==> src/rtl/jstk_poll_ctrl.sv <==
// Periodic joystick poll controller: frames five SPI bytes under ss, decodes X/Y/buttons.
// Optional macro JSTK_DEADZONE_EN snaps decoded X/Y in 480..520 to the 500 centre value.
module jstk_poll_ctrl #(
    parameter int POLL_CYC    = 1_000_000,
    parameter int SETUP_CYC   = 1500,
    parameter int GAP_CYC     = 1000,
    parameter int TIMEOUT_CYC = 4096
) (
    input  logic        clk_i,
    input  logic        rst_i,
    output logic        spi_start_o,
    output logic [7:0]  spi_tx_o,
    input  logic        spi_done_i,
    input  logic [7:0]  spi_rx_i,
    output logic        ss_o,
    input  logic [1:0]  led_cmd_i,
    output logic [10:0] velocity_o,
    output logic [9:0]  steer_o,
    output logic [2:0]  buttons_o,
    output logic        sample_valid_o,
    output logic        timeout_err_o
);
    localparam int PW     = $clog2(POLL_CYC + 1);
    localparam int PH_MAX = (SETUP_CYC > GAP_CYC) ?
                            ((SETUP_CYC > TIMEOUT_CYC) ? SETUP_CYC : TIMEOUT_CYC) :
                            ((GAP_CYC > TIMEOUT_CYC) ? GAP_CYC : TIMEOUT_CYC);
    localparam int CW     = $clog2(PH_MAX + 1);

    typedef enum logic [2:0] {IDLE, SETUP, XFER, WAIT, GAP, DONE} state_e;

    state_e        state_q;
    logic [PW-1:0] poll_q, poll_d;
    logic [CW-1:0] ph_q;
    logic [2:0]    idx_q;
    logic [1:0]    led_q;
    logic [7:0]    x_lo_q, y_lo_q;
    logic [1:0]    x_hi_q, y_hi_q;
    logic          poll_expire;
    logic [9:0]    x_dec, y_dec;

    function automatic logic [9:0] dz(input logic [9:0] v);
`ifdef JSTK_DEADZONE_EN
        return (v >= 10'd480 && v <= 10'd520) ? 10'd500 : v;
`else
        return v;
`endif
    endfunction

    // Poll period runs independently of frame length; expiries outside IDLE are dropped.
    assign poll_expire = (poll_q == PW'(POLL_CYC - 1));
    assign poll_d      = poll_expire ? '0 : poll_q + PW'(1);

    assign x_dec = dz({x_hi_q, x_lo_q});
    assign y_dec = dz({y_hi_q, y_lo_q});

    always_ff @(posedge clk_i) begin
        if (rst_i) begin
            state_q        <= IDLE;
            poll_q         <= '0;
            ph_q           <= '0;
            idx_q          <= '0;
            led_q          <= '0;
            x_lo_q         <= '0;
            x_hi_q         <= '0;
            y_lo_q         <= '0;
            y_hi_q         <= '0;
            ss_o           <= 1'b1;
            spi_start_o    <= 1'b0;
            spi_tx_o       <= '0;
            velocity_o     <= 11'd500;
            steer_o        <= 10'd500;
            buttons_o      <= '0;
            sample_valid_o <= 1'b0;
            timeout_err_o  <= 1'b0;
        end else begin
            poll_q         <= poll_d;
            spi_start_o    <= 1'b0;
            sample_valid_o <= 1'b0;
            timeout_err_o  <= 1'b0;
            case (state_q)
                IDLE: if (poll_expire) begin
                    state_q <= SETUP;
                    ss_o    <= 1'b0;
                    idx_q   <= '0;
                    ph_q    <= '0;
                    led_q   <= led_cmd_i;
                end
                SETUP: if (ph_q == CW'(SETUP_CYC - 1)) begin
                    state_q     <= XFER;
                    spi_start_o <= 1'b1;
                    spi_tx_o    <= {6'b100000, led_q};
                end else begin
                    ph_q <= ph_q + CW'(1);
                end
                XFER: begin
                    state_q  <= WAIT;
                    ph_q     <= '0;
                    spi_tx_o <= '0;
                end
                WAIT: if (spi_done_i) begin
                    ph_q <= '0;
                    if (idx_q == 3'd4) begin
                        // Byte 4 goes straight to the outputs so the whole frame lands at once.
                        state_q        <= DONE;
                        ss_o           <= 1'b1;
                        sample_valid_o <= 1'b1;
                        velocity_o     <= {1'b0, x_dec};
                        steer_o        <= y_dec;
                        buttons_o      <= spi_rx_i[2:0];
                    end else begin
                        state_q <= GAP;
                        case (idx_q)
                            3'd0:    x_lo_q <= spi_rx_i;
                            3'd1:    x_hi_q <= spi_rx_i[1:0];
                            3'd2:    y_lo_q <= spi_rx_i;
                            default: y_hi_q <= spi_rx_i[1:0];
                        endcase
                    end
                end else if (ph_q == CW'(TIMEOUT_CYC - 1)) begin
                    state_q       <= IDLE;
                    ss_o          <= 1'b1;
                    timeout_err_o <= 1'b1;
                end else begin
                    ph_q <= ph_q + CW'(1);
                end
                GAP: if (ph_q == CW'(GAP_CYC - 1)) begin
                    state_q     <= XFER;
                    idx_q       <= idx_q + 3'd1;
                    spi_start_o <= 1'b1;
                    spi_tx_o    <= 8'h00;
                end else begin
                    ph_q <= ph_q + CW'(1);
                end
                DONE:    state_q <= IDLE;
                default: state_q <= IDLE;
            endcase
        end
    end
endmodule

==> config.mk <==
export PLATFORM = sky130hd
export DESIGN_NAME = jstk_poll_ctrl
export DESIGN_NICKNAME = d
export VERILOG_FILES = /design/src/rtl/jstk_poll_ctrl.sv
export SDC_FILE = /design/constraint.sdc
export NUM_CORES = 1
export LEC_CHECK = 0
export CAP_MARGIN = 20
export CORE_ASPECT_RATIO = 0.75
export CORE_MARGIN = 2
export CORE_UTILIZATION = 50
export CTS_CLUSTER_DIAMETER = 50
export DETAILED_ROUTE_END_ITERATION = 16
export GPL_TIMING_DRIVEN = 0
export PLACE_DENSITY = 0.77
export SETUP_SLACK_MARGIN = 0.1
export SLEW_MARGIN = 10
export SYNTH_ARGS = -nofsm -noshare
export SYNTH_HDL_FRONTEND = slang
export SYNTH_SLANG_ARGS = --single-unit
==> constraint.sdc <==
create_clock -name clk_i -period 2.2 [get_ports clk_i]
set_input_delay 0.66 -clock clk_i [delete_from_list [all_inputs] [get_ports clk_i]]
set_output_delay 0.66 -clock clk_i [all_outputs]
set_load 0.02 [all_outputs]
* Yosys cells after proc, flatten, opt, wreduce, memory -nomap -nowiden
Index checks and enable logic that the tools add are counted.
Storage, ports and cells: word-level logic and storage cells 93, register bits 96, input bits 13
Operators by class: reductions and logical operators 21, equal/unequal tests 19, muxes and demuxes 29, bitwise operators 4, $add $sub $neg 3
Operators by type and width (count):
- $mux 13 | 5
- $pmux 13 s5 | 1
- $pmux 8 s3 | 1
- $reduce_and 4->1 | 6
- $mux 3 | 7
- $add 20x1->20 const B | 1
- $eq 20x20->1 const B | 1
- $mux 8 | 2
- $pmux 3 s5 | 1
- $add 13x1->13 const B | 1
- $eq 13x10->1 const B | 1
- $eq 13x11->1 const B | 1
- $eq 13x12->1 const B | 1
- $ne 2x2->1 const B | 5
- $eq 3x2->1 const B | 3
- $mux 1 | 9
- $ne 3x3->1 const B | 3
- $reduce_and 3->1 | 3
- $reduce_or 3->1 | 3
- $eq 3x1->1 const B | 2
- $eq 3x3->1 const B | 2
- $logic_not 3->1 | 2
- $pmux 3 s2 | 1
- $reduce_and 5->1 | 1
- 8 further kinds | 13

* Longest topological paths before layout
Gate-level depths: netlist of run 1.
depth in word-level cells 4, mapped depth 9, depth with buffers taken out 7

* Worst setup path before layout of run 1
OpenSTA, ideal clock, no wires.
path kind reg2reg, from reg ph_q[0], to reg ph_q[10], path slack 0.306 ns, cell stages (with the launch flop) 9, arrival 1.805 ns, period minus slack after synthesis 1.894 ns, required time 2.111 ns, setup time 0.089 ns, cell sequence dfxtp_1 ha_1 and3_1 nand4_1 or3_1 nand4_2 buf_4 o211ai_1 o31ai_1
On the way: cells in the longest elaborated chain, start to end 4, elaborated cells between the ends (all ways) 13
RTL lines:
- from (decl) | line 33 | logic [CW-1:0] ph_q;
- from (signal assigned) | line 93 | ph_q <= ph_q + CW'(1);
- from (signal assigned) | line 124 | ph_q <= ph_q + CW'(1);
- from (signal assigned) | line 132 | ph_q <= ph_q + CW'(1);
- $add 13x1->13 | line 93, 124, 132
- $mux 13 | line 119 | end else if (ph_q == CW'(TIMEOUT_CYC - 1)) begin
- $mux 13 | line 100 | WAIT: if (spi_done_i) begin
- $pmux 13 s5 | line 80 | case (state_q)
Several ways; a longest one is shown, not always the timed one. The select of a mux whose other input is x is not followed. A chain may end at the register's enable or synchronous reset.

* Final worst setup path of run 1
from reg ph_q[0], to reg ph_q[7]
The elaborated chain is that of the path after synthesis.

==> out/qor.tcl, run 1 <==
set qor(clock_slew_at_the_register_clock_pins_of_the_worst_setup_and_hold_paths_ps) 100
set qor(run_status) {completed}
set qor(vias_per_cell) 5.33
set qor(gp_congestion) 0.881
set qor(fin_crit_ps) 2050
set qor(rsz0062_at_grt) {true}
set qor(floorplan.core_area_sq_um) 7780
set qor(firstDrtPassIters) 5
set qor(synthArstFlopShare) 0
set qor(critical-path-max-stage-delay_ps) 370
set qor(drt_drc_violations_left) 0
set qor(clk-insertion-delay-late_ps) 360
set qor(postSynthRegisterBits) 91
set qor(start_kind) {register}
set qor(synth_top_cells_by_area) {dfxtp_1 (46%), nand2_1 (5.8%), nor2_1 (5.7%), mux2i_1 (5.6%), a21oi_1 (2.8%)}
set qor(vias_in_the_first_global_route) 3021
set qor(worst_setup_path_startpoint) {ph_q[0]}
set qor(path_delay_family) {simple AND/OR/NAND/NOR gates}
set qor(dpl.cell_count) 601
set qor(grt_util_all_layers) 0.205
set qor(cp.arrival_ps) 2330
set qor(drive_above_1_share) 0.151
set qor(grt_max_degree) 17
set qor(cp.buffers_inverters) 1
set qor(route.detailed.wl_per_inst_microns) 14.3
set qor(grt_pass1_wl_microns) 14200
set qor(ir_drop_uv) 306
set qor(fin_skew_ps) 10.9
set qor(critical_path.slowest_cell) {dfxtp_4}
set qor(seq_area_frac_synth) 0.459
set qor(seq_power_share) 0.571
set qor(die_area_sq_um) 8670
set qor(worstHoldPathType) {register to register}
set qor(combPwrFrac) 0.070
set qor(timing.rr.start) {ph_q[0]}
set qor(initial_utilization) 0.510
set qor(total_leakage_power_uw) 0.00180
set qor(cts_sinks) 91
set qor(fin_total_pwr_uw) 2920
set qor(timing.critical_path.cells) {ha_4, and3_1, nand4_1, buf_4, nor3_2, nor3_1, nand3_2, o31ai_1}
set qor(cts_inserted_buffers) 9
set qor(min-delay-start) {y_hi_q[1]}
set qor(fp-row-count) 28
set qor(wl_microns) 8950
set qor(power.clock.fraction) 0.360
set qor(ant_nets) 0
set qor(setup_tns_ps) 0
set qor(fillerInstances) 658
set qor(syn-mean-instance-area_sq_um) 8.83
set qor(cts_max_path_buffers) 2
set qor(final_setup_vio_count) 0
set qor(net-switching-power_uw) 753
set qor(cp.required_ps) 2470
set qor(tritoncts) {built}
set qor(synth_cell_type_count) 57
set qor(place.detailed.hpwl_microns) 6170
set qor(timing_max_transition_violations_final) 0
set qor(finalWorstSetupSlack_ps) 146
set qor(synth.top_cell.area_share) 0.459
set qor(port_buffers) 42
set qor(synth_edf_count) 0
set qor(synth_cells) 449
set qor(overflow) 0
set qor(dr_total_vias) 3342
set qor(worst_setup_path_end_kind) {register}
set qor(fp.dieW_microns) 107
set qor(multiInputGateArea_sq_um) 2060
set qor(p_sw_frac) 0.258
set qor(finish.utilization) 0.629
set qor(diodes) 0
set qor(timing.critical_path.fanout_max) 10
set qor(worstSetupPathType) {register to register}
set qor(area.growth.synth_to_final_pct) 23.4
set qor(post_synthesis_cell_area_sq_um) 3970
set qor(finalHoldViolCount) 0
set qor(drt_first_iter_violations) 206
set qor(max_cap_viol_count) 0
set qor(die_h_microns) 81.1
set qor(postCtsHoldBufs) 0
set qor(final_min_period_over_clock_period) 0.934
set qor(htree_levels) 3
set qor(num-nets-final) 536
set qor(place_ws_ps) -325
set qor(synth_top_cell_by_area) {dfxtp_1}
set qor(maxSlewHeadroom) 0.643
set qor(worst_margin_pin_slew_ps) 536
set qor(io-pin-count) 49
set qor(postSynth.topFlopCell) {dfxtp_1}
set qor(layout.cells.non_filler) 627
set qor(yosys_warnings) 0
set qor(area.sequential_sq_um) 1840
set qor(powerDensity_nw_per_um2) 597
set qor(internal-power_uw) 2170
set qor(clock_tree.root_cell) {clkbuf_8}
set qor(timing.fmax_mhz) 487
set qor(grt_antenna_before_repair) 0
layout make-up:
cell class	instances	share of cell area
flip-flops and latches	91	0.375
well taps	105	0.0268
plain buffers	29	0.0337
inverters	8	0.00613
repair buffers	52	0.101
clock buffers	10	0.0261
clock inverters	6	0.00971
multi-input cells	326	0.421
stage by stage:
step	cell area, sq um	hold WS [ps]
3_5_place_dp	4540	443
3_3_place_gp	4540	442
5_1_grt	4890	479
6_report	4890	462
2_1_floorplan	3980	430
4_1_cts	4740	437
what timing repair did:
| item | in CTS | in global routing |
|---|---|---|
| gates resized for setup | 10 | 23 |
| setup endpoints to repair | 23 | 38 |
| cloned | 0 | 1 |
| pin swaps | 4 | 8 |
| setup buffers | 0 | 9 |
synthesized netlist by cell type (11+ instances only):
master    instances
dfxtp_1          91
nand2_1          61
nor2_1           60
a21oi_1          22
mux2i_1          22
nand3_1          21
nand3b_1         13
clkbuf_1         12
xor2_1           11
registers in the layout (all words and copies together), names as in the netlist:
name and flops:
idx_q 3, steer_o 10, y_hi_q 2, poll_q 20
x_lo_q 8, state_q 3, x_hi_q 2, sample_valid_o 1
ph_q 13, ss_o 1, velocity_o 10, timeout_err_o 1
y_lo_q 8, led_q 2, spi_start_o 1, spi_tx_o 3
buttons_o 3
cell families (layout without fill, tap and decap cells):
family | count (synthesis) | after routing | share of synthesized area
compound gates | 63 | 63 | 0.108
xor+xnor | 18 | 18 | 0.0398
fa+ha+maj | 6 | 6 | 0.0189
buf+inv | 37 | 105 | 0.0470
flops | 91 | 91 | 0.459
mux | 22 | 22 | 0.0555
other cells | 1 | 6 | 0.000946
simple gates | 211 | 211 | 0.271
worst register-to-register path, delay by kind of cell, from the launching register on:
family	cells	cell delay, ps
simple gates	5	940
flops	1	370
compound gates	1	320
fa+ha+maj	1	180
buf+inv	1	160
cells in the final DEF, fill, tap and decap left out, types with 2 or more instances in the layout:
master and instances:
xor2_1 11, clkbuf_2 4, nor2_1 60, o21bai_1 2
buf_4 17, clkdlybuf4s50_1 42, nand4_1 8, nand3b_1 13
ha_1 4, clkbuf_8 9, and2_1 4, a21oi_2 2
a31oi_1 4, dfxtp_2 6, or3_4 2, o21ai_0 4
a21oi_1 21, and4_1 2, mux2i_1 22, nand3_1 20
dfxtp_4 2, nand2_1 61, clkbuf_1 9, buf_2 8
nor3_2 3, nor4_4 2, a22o_1 2, inv_1 7
buf_6 2, and3_1 6, o31ai_1 8, xnor2_1 7
o21ai_1 3, nor3_1 7, conb_1 6, o211ai_1 8
inv_6 3, dfxtp_1 83, ha_4 2, nor2b_1 7
routing by layer:
layer | vias to the layer above | track usage | wire, microns
li1 | 1668 | - | -
met1 | 1559 | 0.288 | 4310
met2 | 102 | 0.312 | 3950
met3 | 13 | 0.0522 | 589
met4 | 0 | 0.0636 | 96
met5 | - | 0 | 0
power by group through the flow:
stage          sequential, uW  combinational [uW]  clock (uW)
2_1_floorplan            1700                 116           0
3_3_place_gp             1700                 172           0
3_5_place_dp             1700                 175           0
4_1_cts                  1660                 180        1060
5_1_grt                  1670                 222        1130
6_report                 1670                 204        1050
worst paths after layout:
kind / cells after the start / endpoint / slack, ps
worst max-delay path: 8 / ph_q[7] / 150
worst max register to register: 8 / ph_q[7] / 150
worst min-delay path: 2 / steer_o[9] / 460
worst min register to register: 2 / steer_o[9] / 460
Note: power is estimated with default switching activity, not from simulation.
==> inputs of run 2 (changes only) <==
--- a/config.mk
+++ b/config.mk
@@ -5,7 +5,7 @@
 export SDC_FILE = /design/constraint.sdc
 export NUM_CORES = 1
 export LEC_CHECK = 0
-export CAP_MARGIN = 20
+export CAP_MARGIN = 40
 export CORE_ASPECT_RATIO = 0.75
 export CORE_MARGIN = 2
 export CORE_UTILIZATION = 50
@@ -14,6 +14,7 @@
 export GPL_TIMING_DRIVEN = 0
 export PLACE_DENSITY = 0.77
 export SETUP_SLACK_MARGIN = 0.1
+export SKIP_CTS_REPAIR_TIMING = 1
 export SLEW_MARGIN = 10
 export SYNTH_ARGS = -nofsm -noshare
 export SYNTH_HDL_FRONTEND = slang
==> run 2 against run 1 <==
Effect of this change:
- flip-flop and latch count stayed put
- clock power hardly changed
- final cell count is 0.32% lower
- wire length is 2.6% lower
- hold slack worse by 6.3 ps
- die area stayed put
==> out/qor.tcl, run 2 (synthesized netlist as in run 1, its figures left out) <==
set qor(run_status) {completed}
set qor(final_common_cell) {dfxtp_1}
set qor(gp_congestion) 0.881
set qor(p_sw_frac) 0.256
set qor(final_min_period_over_clock_period) 0.965
set qor(diodes) 0
set qor(initial_utilization) 0.510
set qor(fin_total_pwr_uw) 2900
set qor(start_kind) {register}
set qor(worst_margin_pin_slew_ps) 624
set qor(vias_in_the_first_global_route) 3003
set qor(design_area_sq_um) 4830
set qor(fp-row-count) 28
set qor(cts_sinks) 91
set qor(powerDensity_nw_per_um2) 601
set qor(cp.required_ps) 2480
set qor(place.detailed.hpwl_microns) 6170
set qor(grt_antenna_before_repair) 0
set qor(cts_inserted_buffers) 9
set qor(timing.fmax_mhz) 471
set qor(combPwrFrac) 0.067
set qor(fin_crit_ps) 2120
set qor(grt_pass1_wl_microns) 14000
set qor(dpl_cell_area_sq_um) 4540
set qor(reg_top3) {poll_q (20), ph_q (13)}
set qor(dr_total_vias) 3342
set qor(total_leakage_power_uw) 0.00178
set qor(num-nets-final) 534
set qor(worst_setup_path_end_kind) {register}
set qor(m1WireLength_microns) 4290
set qor(drt_first_iter_violations) 168
set qor(multiInputGateArea_sq_um) 2030
set qor(cp.arrival_ps) 2400
set qor(layout.cells.non_filler) 625
set qor(met2_wirelength_microns) 3820
set qor(overflow) 0
set qor(area.sequential_sq_um) 1830
set qor(fillerInstances) 666
set qor(clk-insertion-delay-late_ps) 370
set qor(timing_max_transition_violations_final) 0
set qor(clock_slew_at_the_register_clock_pins_of_the_worst_setup_and_hold_paths_ps) 90
set qor(clock_tree.root_cell) {clkbuf_8}
set qor(internal-power_uw) 2160
set qor(grt_util_all_layers) 0.202
set qor(route.detailed.wl_per_inst_microns) 13.9
set qor(highest_routed_layer) {met4}
set qor(fin_skew_ps) 9.68
set qor(seq_power_share) 0.574
set qor(fp.dieW_microns) 107
set qor(worst_setup_path_startpoint) {ph_q[1]}
set qor(rsz0062_at_grt) {true}
set qor(worstHoldPathType) {register to register}
set qor(vias_per_cell) 5.35
set qor(wl_microns) 8720
set qor(cts_max_path_buffers) 2
set qor(finalHoldViolCount) 0
set qor(timing.rr.start) {ph_q[1]}
set qor(drive_above_1_share) 0.135
set qor(worstSetupPathType) {register to register}
set qor(die_h_microns) 81.1
set qor(power.clock.fraction) 0.359
set qor(finish.utilization) 0.621
set qor(maxSlewHeadroom) 0.581
set qor(firstDrtPassIters) 5
set qor(commonest_cells_after_routing_fill_and_taps_aside) {dfxtp_1 (88), nand2_1 (61), nor2_1 (60)}
set qor(min-delay-start) {poll_q[0]}
set qor(port_buffers) 42
set qor(routed-wl-met3_microns) 505
set qor(largest_register_ff_count) 20
set qor(final_setup_vio_count) 0
set qor(drt_drc_violations_left) 0
set qor(net-switching-power_uw) 743
set qor(area.growth.synth_to_final_pct) 21.8
set qor(max_cap_viol_count) 0
set qor(ir_drop_uv) 298
set qor(top_register) {poll_q}
set qor(ant_nets) 0
set qor(grt_max_degree) 17
set qor(io-pin-count) 49
set qor(die_area_sq_um) 8670
set qor(tritoncts) {built}
set qor(dpl.cell_count) 601
set qor(htree_levels) 3
set qor(floorplan.core_area_sq_um) 7780
set qor(timing.critical_path.fanout_max) 5
==> run 2: changes by cell type in the layout (fill, tap and decap cells not counted), sizes merged <==
cell and change:
buf -2
==> run 2: final timing paths <==
kind / to / slack [ps] / cells after the start
max: ph_q[10] / 80 / 8
min: poll_q[0] / 460 / 1
min reg2reg: poll_q[0] / 460 / 1
max reg2reg: ph_q[10] / 80 / 8
==> run 2: worst max-delay path, stage by stage (launching register included) <==
cell and delay [ps]:
dfxtp_1 380, ha_2 240, and3_1 210, nand4_1 180, or3_4 480, nand4_4 140, buf_2 190, o211ai_1 110
o31ai_1 100
==> run 2: final cells by class <==
cell class / instances / area share
buffer: 29 / 0.0342
inverter: 8 / 0.00622
timing repair buffer: 50 / 0.0989
sequential: 91 / 0.378
tap: 105 / 0.0272
clock buffer: 10 / 0.0264
multi-input combinational: 326 / 0.419
clock inverter: 6 / 0.00984
==> run 2: power by group through the flow <==
stage / Clock (uW) / Combinational (uW) / Sequential (uW)
after floorplan: 0 / 116 / 1700
after global placement: 0 / 172 / 1700
after detailed placement: 0 / 175 / 1700
after CTS: 1060 / 175 / 1660
after global routing: 1130 / 212 / 1670
final: 1040 / 194 / 1670
==> run 2: stage by stage <==
stage | setup WS [ps] | hold slack [ps] | setup TNS [ps]
global route | -1.15 | 479 | -1.15
global placement | -313 | 442 | -8010
detailed placement | -325 | 443 | -9340
finish | 77.2 | 455 | 0
CTS | -55.9 | 461 | -274
floorplan | 306 | 430 | 0
==> run 2: layer usage <==
layer  vias up  GRT usage
met5         -          0
met4         0     0.0610
met3        13     0.0522
met2        91      0.306
met1      1569      0.286
li1       1669          -
